--- src/rtl/accum_pkg.sv ---
// Shared helpers for the windowed multichannel accumulator: channel-index
// width, signed range limits and sign extension.
package accum_pkg;

  // Channel index width; a single-channel block still carries a 1-bit channel.
  function automatic int clog2_min1(input int n);
    return (n <= 1) ? 1 : $clog2(n);
  endfunction

  // Largest signed value representable in w bits (w <= 64).
  function automatic longint sum_max(input int w);
    return (longint'(1) <<< (w - 1)) - longint'(1);
  endfunction

  // Most negative signed value representable in w bits (w <= 64).
  function automatic longint sum_min(input int w);
    return -(longint'(1) <<< (w - 1));
  endfunction

  // Sign-extend the low w bits of x to 64 bits.
  function automatic longint sext(input logic [63:0] x, input int w);
    logic [63:0] t;
    t = x << (64 - w);
    return $signed(t) >>> (64 - w);
  endfunction

endpackage

--- src/rtl/accum_sat_add.sv ---
// Combinational signed accumulate step: sign-extends the sample, adds it to
// the running sum, flags two's-complement overflow and optionally clamps.
module accum_sat_add
  import accum_pkg::*;
#(
  parameter int IN_W     = 15,
  parameter int SUM_W    = 25,
  parameter bit SATURATE = 1'b1
) (
  input  logic [SUM_W-1:0] a,
  input  logic [IN_W-1:0]  b,
  output logic [SUM_W-1:0] y,
  output logic             ovf
);

  localparam logic [SUM_W-1:0] SUM_HI = SUM_W'(sum_max(SUM_W));
  localparam logic [SUM_W-1:0] SUM_LO = SUM_W'(sum_min(SUM_W));

  logic [SUM_W-1:0] b_ext;
  logic [SUM_W-1:0] raw;

  // Add, detect overflow from operand/result signs, then clamp if enabled.
  always_comb begin
    // NOTE: every output of a combinational block gets a default first so no path infers a latch.
    y     = '0;
    b_ext = SUM_W'(sext(64'(b), IN_W));
    raw   = a + b_ext;
    ovf   = (a[SUM_W-1] == b_ext[SUM_W-1]) && (raw[SUM_W-1] != a[SUM_W-1]);
    y     = raw;
    if (SATURATE && ovf) begin
      // Both operands share a sign on overflow, so a's sign picks the rail.
      y = a[SUM_W-1] ? SUM_LO : SUM_HI;
    end
  end

endmodule

--- src/rtl/windowed_multichannel_accumulator.sv ---
// N-channel signed accumulate-and-dump engine. Each channel sums its tagged
// samples and emits the total after window_len samples, then restarts at 0.
module windowed_multichannel_accumulator
  import accum_pkg::*;
#(
  parameter int IN_W     = 15,
  parameter int SUM_W    = 25,
  parameter int NUM_CH   = 4,
  parameter int CNT_W    = 16,
  parameter bit SATURATE = 1'b1,
  localparam int CH_W    = clog2_min1(NUM_CH)
) (
  input  logic             clk,
  input  logic             reset,
  input  logic             clear,
  input  logic             in_valid,
  input  logic [CH_W-1:0]  in_ch,
  input  logic [IN_W-1:0]  data_in,
  input  logic [CNT_W-1:0] window_len,
  output logic             out_valid,
  output logic [CH_W-1:0]  out_ch,
  output logic [SUM_W-1:0] out_sum,
  output logic             out_ovf
);

  logic [SUM_W-1:0] sum_q [NUM_CH];
  logic [CNT_W-1:0] cnt_q [NUM_CH];
  logic             ovf_q [NUM_CH];

  logic             ch_ok;
  logic [CH_W-1:0]  ch_idx;
  logic             accept;
  logic [SUM_W-1:0] nxt_sum;
  logic             add_ovf;
  logic [CNT_W:0]   cnt_inc;
  logic [CNT_W:0]   win_eff;
  logic             win_end;

  // Out-of-range channels are dropped; the index is forced to 0 so the
  // read mux never addresses a non-existent channel.
  assign ch_ok  = (32'(in_ch) < NUM_CH);
  assign ch_idx = ch_ok ? in_ch : '0;
  assign accept = in_valid && !clear && ch_ok;

  // One adder shared by all channels, fed through the channel read mux.
  accum_sat_add #(
    .IN_W    (IN_W),
    .SUM_W   (SUM_W),
    .SATURATE(SATURATE)
  ) u_add (
    .a  (sum_q[ch_idx]),
    .b  (data_in),
    .y  (nxt_sum),
    .ovf(add_ovf)
  );

  // Window end is a >= compare so shrinking window_len mid-window dumps on the
  // next sample; a window length of 0 behaves as 1.
  always_comb begin
    cnt_inc = {1'b0, cnt_q[ch_idx]} + (CNT_W + 1)'(1);
    win_eff = (window_len == '0) ? (CNT_W + 1)'(1) : {1'b0, window_len};
    win_end = (cnt_inc >= win_eff);
  end

  // Per-channel state: accumulate, or dump and restart, or clear everything.
  always_ff @(posedge clk or posedge reset) begin
    if (reset) begin
      // NOTE: these per-channel arrays are flop banks, not RAM, so resetting them is legal and required.
      for (int i = 0; i < NUM_CH; i++) begin
        sum_q[i] <= '0;
        cnt_q[i] <= '0;
        ovf_q[i] <= 1'b0;
      end
    end else if (clear) begin
      for (int i = 0; i < NUM_CH; i++) begin
        sum_q[i] <= '0;
        cnt_q[i] <= '0;
        ovf_q[i] <= 1'b0;
      end
    end else if (accept) begin
      // NOTE: sequential state uses non-blocking assignment so every flop samples pre-edge values.
      if (win_end) begin
        sum_q[ch_idx] <= '0;
        cnt_q[ch_idx] <= '0;
        ovf_q[ch_idx] <= 1'b0;
      end else begin
        sum_q[ch_idx] <= nxt_sum;
        cnt_q[ch_idx] <= cnt_q[ch_idx] + CNT_W'(1);
        ovf_q[ch_idx] <= ovf_q[ch_idx] | add_ovf;
      end
    end
  end

  // Output registers: one-cycle valid pulse, payload held between dumps.
  always_ff @(posedge clk or posedge reset) begin
    if (reset) begin
      out_valid <= 1'b0;
      out_ch    <= '0;
      out_sum   <= '0;
      out_ovf   <= 1'b0;
    end else begin
      out_valid <= accept && win_end;
      if (accept && win_end) begin
        out_ch  <= ch_idx;
        out_sum <= nxt_sum;
        out_ovf <= ovf_q[ch_idx] | add_ovf;
      end
    end
  end

endmodule
--- config.mk ---
export PLATFORM = sky130hd
export DESIGN_NAME = windowed_multichannel_accumulator
export DESIGN_NICKNAME = d
export VERILOG_FILES = /design/src/rtl/accum_pkg.sv /design/src/rtl/accum_sat_add.sv /design/src/rtl/windowed_multichannel_accumulator.sv
export SDC_FILE = /design/constraint.sdc
export NUM_CORES = 1
export LEC_CHECK = 0
export CORE_MARGIN = 5
export CORE_UTILIZATION = 55
export CTS_CLUSTER_SIZE = 28
export DETAILED_ROUTE_END_ITERATION = 6
export DONT_BUFFER_PORTS = 1
export GPL_TIMING_DRIVEN = 0
export PLACE_DENSITY = 0.78
export SLEW_MARGIN = 20
export SYNTH_ARGS = -nofsm -noshare
export SYNTH_HDL_FRONTEND = slang
export SYNTH_SLANG_ARGS = --single-unit
--- constraint.sdc ---
create_clock -name clk -period 9.5 [get_ports clk]
set_clock_uncertainty 0.1 [all_clocks]
set_input_delay 2.375 -clock clk [delete_from_list [all_inputs] [get_ports clk]]
set_output_delay 2.375 -clock clk [all_outputs]
set_load 0.02 [all_outputs]
# [Word-level counts from Yosys, hierarchy flattened]
# Index checks and enable logic that the tools add are counted.
[word_totals] output_inout_bits=29 inputBits=37 ff_bits=197 word_cells=69
[op_classes] bitwise_logic=8 magnitude_cmp=3 n_mux=30 n_eq_ne=2 reduce_logical=7 add_sub_neg=3
[op_table] op="$mux 100" count=3
[op_table] op="$mux 64" count=3
[op_table] op="$mux 25" count=5
[op_table] op="$and 100x100->100" count=1
[op_table] op="$bwmux 100" count=1
[op_table] op="$not 100->100" count=1
[op_table] op="$and 64x64->64" count=1
[op_table] op="$bwmux 64" count=1
[op_table] op="$mux 16" count=4
[op_table] op="$not 64->64" count=1
[op_table] op="$bmux 25 s2" count=1
[op_table] op="$demux 25 s2" count=1
[op_table] op="$bmux 16 s2" count=1
[op_table] op="$demux 16 s2" count=1
[op_table] op="$add 25x25->25" count=1
[op_table] op="$add 16x1->17 const B" count=1
[op_table] op="$ge 17x16->1" count=1
[op_table] op="$add 16x1->16 const B" count=1
[op_table] op="$logic_not 16->1" count=1
[op_table] op="$mux 4" count=3
[op_table] op="$and 4x4->4" count=1
[op_table] op="$bwmux 4" count=1
[op_table] op="$logic_and 1x1->1" count=4
[op_table] op="$not 4->4" count=1
[op_table] op="11 further kinds" count=13

# [Logic depth before layout (Yosys ltp)]
[depth] depth_word=12 mapped_depth=23 depth_no_buf=18

# [Hierarchy]
# A second synthesis with hierarchy kept.
[unflattened] cells_unflattened=1244 hier_area_um2=11817.6
[modules_own_cells] module="windowed_multichannel_accumulator" area_per_inst_um2=10129.7 instances=1 seq_area_each_um2=4929.7 cells_each=973
[modules_own_cells] module="accum_sat_add" area_per_inst_um2=1687.9 instances=1 seq_area_each_um2=0.0 cells_each=271

# [Worst setup path before layout]
# No wires, ideal clock.
[synth_path] path_type="input -> register" from="input in_ch[0]" to="register sum_q[33] in the netlist's numbering" path_slack_ps=1667 arrival_ps=7655 cell_stages=21 path_cell_list="buf_6 buf_12 buf_2 buf_1 buf_2 mux4_2 ha_1 a21o_1 a31o_2 a221o_1 a2111o_1 nand3_1 a21boi_0 nor2_1 fa_1 or3_1 buf_2 o2111a_1 a211oi_1 nand3_1 a21oi_1"
[synth_between] elab_chain_cells=12 elab_cells_between_ends=26
[synth_lines] element="from (decl)" line="windowed_multichannel_accumulator.sv:17" source="input logic [CH_W-1:0] in_ch,"
[synth_lines] element="$not 2->3 (implied by the code) *"
[synth_lines] element="parallel branches: the longest is 8 deep, another holds $add 16x1->17"
[synth_lines] element="$mux 100 *" line="windowed_multichannel_accumulator.sv:82" source="if (win_end) begin"
[synth_lines] element="$mux 100 *" line="windowed_multichannel_accumulator.sv:80" source="end else if (accept) begin"
[synth_lines] element="$mux 100 *" line="windowed_multichannel_accumulator.sv:74" source="end else if (clear) begin"
[synth_lines] element="to (signal, indexed assignment)" line="windowed_multichannel_accumulator.sv:87" source="sum_q[ch_idx] <= nxt_sum;"
[synth_lines] element="to (decl)" line="windowed_multichannel_accumulator.sv:26" source="logic [SUM_W-1:0] sum_q [NUM_CH];"
# Every way passes the cells marked *. The select of a mux whose other input is x is not followed.
# A chain may end at the register's enable or synchronous reset.

# [Worst setup path in the final report]
[layout_path] from="input in_ch[1]" to="register sum_q[44] in the netlist's numbering"
# The elaborated chain is that of the path after synthesis.

==> reports/qor.txt <==
slew of the pin with the lowest slew margin: 1.073 ns
initial antenna violation count: 0
Antenna diodes: 0
post-synthesis sequential area ratio: 0.4369
Syn Nets: 1,256
CP max FO: 10
die height: 153.2 um
count leader, synth: dfrtp_1
vias in the first global route: 9,556
slack of the critical path: 0.5485 ns
fin util: 0.6072
Port-buffer cells: 0
Vias/cell: 6.666
Top delay family on crit path: buffers and inverters
Clk pin slew, worst setup/hold paths: 0.08 ns
Slew headroom: 0.2757
WL/cell: 23.03 um
Setup-failing EPs final: 0
initial core utilization: 0.5576
cells on worst reg2reg path: 16
CTS Buf Count: 17
RSZ-0062 raised after global routing: false
synthesized-area fraction occupied by adder cells: 0.04901
pre-CTS WS: -0.1313 ns
start point of the worst hold path: cnt_q[31]
wire length of the first global-routing pass: 53,900 um
static leakage: 0.005329 uW
Cells after Synth: 1,176
post-synthesis xor/xnor area fraction: 0.01475
crit path kind: primary input to register
Post-synth EDFFs: 0
grt ovf: 0
H-Tree Depth: 4
I/O Pins: 66
chip width: 153.2 um
total routed wirelength: 34,080 um
top post-synthesis cells by count: dfrtp_1, nand2_1, a21oi_1
Post-DP Area: 11,690 um^2
via count: 9,866
Worst path most repeated cell: buf_2
setup TNS: 0 ns
Synth top area share: 0.4369
largest net degree at the start of global routing: 83
Yosys cell types: 64
R2R Path End: sum_q[44]
VDD IR max: 122.0 uV
area of the multi-input gates: 5873 um^2
RD Place Congestion: 0.9257
cell area power density: 155.0 nW/um^2
area grow syn2layout: 8.893%
setup slack, reg-to-reg: 3.84 ns
Final Critical Period: 8.952 ns
post-synthesis register bit count: 197
Worst Path Arrival: 9.14 ns
Synth Cell Area: 11,280 um^2
predominant post-synthesis flop cell: dfrtp_1
f_max: 0.1117 GHz
Worst setup SP type: primary input
Root Driver: clkbuf_16
Synth area leaders: dfrtp_1, mux4_2, nand2_1
Core Box Area: 20,230 um^2
Iteration-0 DRC Markers: 1,014
fin area: 12,290 um^2
Hold Vio Cnt, Final: 0
Clock Latency Late Sink: 0.45 ns
final-report max-slew violation count: 0
final cell count without fillers: 1,480
slowest stage delay, CP: 0.71 ns
end of the worst hold path: cnt_q[31]
DRT Pass-1 Iters: 7
Routed Antenna Nets: 0
register area: 4930 um^2
Avg Inst Size Synth: 9.595 um^2
hold depth: 2
status: finished, violations left
worst path cell trace: buf_2 > buf_2 > buf_2 > buf_1 > clkbuf_2 > mux4_2 > ha_1 > a21oi_1 > o2111a_1 > nor4_1 > a2111o_1 > nand3_1 > a21boi_0 > nor2_1 > fa_1 > or3_1 > buf_2 > clkbuf_1 > o211ai_1 > a311oi_1 > o21ai_0
placed insts: 1,448
CTS sink cnt: 197
layout cells sized above 1: 0.1041
RR Startpoint: sum_q[33]
mux cell area share after synthesis: 0.09725
row count: 52
Setup Buffers After CTS: 0
max_cap viols: 0
failing checks: DRC
crit end category: register
fill count: 1,695
residual DRC count: 13
slowest CP cell: a311oi_1
largest family of logic cells by synthesized area: simple AND/OR/NAND/NOR gates
WP buf/inv: 7
warnings from Yosys: 0
clk buf depth: 2
fraction of registers with async set/reset: 1.000
Hold Path Class: register to register
Synth Area in Simple Gates: 0.2091
TritonCTS clock tree: built
Synth Area in Compound Gates: 0.1495
Final Cycle Share: 0.9423
CTS Hold Buffers Added: 0
Final HPWL DP: 23,930 um
post-synth top area cell: dfrtp_1
CP required: 9.69 ns
nets: 1,277
Die ar.: 23,480 um^2
Tot GR Track Use: 0.2920
==> tightest hold or removal path, stage by stage (launching register included) <==
cell,delay [ns]
dfrtp_1,0.34
nand3b_1,0.07
o21ai_0,0.07
==> registers in the layout, indices dropped and copies added (netlist names) <==
name,count
out_valid,1
ovf_q,4
cnt_q,64
out_ch,2
out_sum,25
out_ovf,1
sum_q,100
==> area by class of cell <==
type / count / share of cell area
Sequential cell: 197 / 0.4012
Inverter: 35 / 0.01130
Buffer: 80 / 0.02943
Clock buffer: 18 / 0.03574
Tap cell: 270 / 0.02749
Timing Repair Buffer: 2 / 0.004481
Multi-Input combinational cell: 864 / 0.4780
Clock inverter: 14 / 0.01232
==> cell families after synthesis <==
family,after synthesis
AOI/OAI and AO/OA,293
xor gates and xnor gates,19
adders and majority gates,43
buffers and inverters,115
DFF,197
muxes,55
and+or+nand+nor,454
==> what timing repair did <==
item,in CTS,in global routing
gates resized for setup,0,5
endpoints found under the hold margin,0,0
endpoints found under the setup margin,0,10
==> layout by cell type (no fill, tap or decap), types with 10 or more instances in the layout <==
master,instances
dfrtp_1,197
nand2_1,163
a21oi_1,121
o21ai_0,113
nand3_1,78
nand3b_1,68
clkbuf_1,54
ha_1,41
mux4_2,40
nor2_1,38
inv_1,34
or3_1,34
clkbuf_16,17
buf_2,16
nand4_1,11
mux2_2,11
and3_1,10
xor2_1,10
==> how the worst max path moves through the flow <==
stage / start / end / slack, ns / depth (start not counted)
finish: in_ch[1] / sum_q[44] / 0.55 / 21
global route: in_ch[0] / sum_q[94] / 0.03 / 22
detailed placement: in_ch[1] / sum_q[39] / -0.13 / 21
floorplan: reset / cnt_q[0] / 1.66 / 1
CTS: in_ch[1] / sum_q[39] / 0.31 / 21
global placement: reset / out_sum[20] / -0.51 / 1
==> layer usage <==
layer / routed length (um) / global-route usage / share of wire
met1: 13460 / 0.4016 / 0.39
met2: 15930 / 0.4555 / 0.47
met3: 3572 / 0.07012 / 0.10
met4: 1118 / 0.1061 / 0.033
met5: 0 / 0 / 0
==> where the power goes <==
group          total, uW  switching, uW  leakage [uW]  internal [uW]
clock network        746            364      0.000293            382
registers            874           12.9       0.00272            861
logic                284            192       0.00231           92.1
total               1900            569       0.00533           1340
==> metrics by stage <==
stage | hold slack (ns) | power, uW
after floorplan | 0.3722 | 1077
after global placement | 0.3883 | 1158
after detailed placement | 0.3981 | 1166
after CTS | 0.4155 | 1898
after global routing | 0.4412 | 1966
final | 0.4161 | 1905
Power figures use the tool's default switching activity.
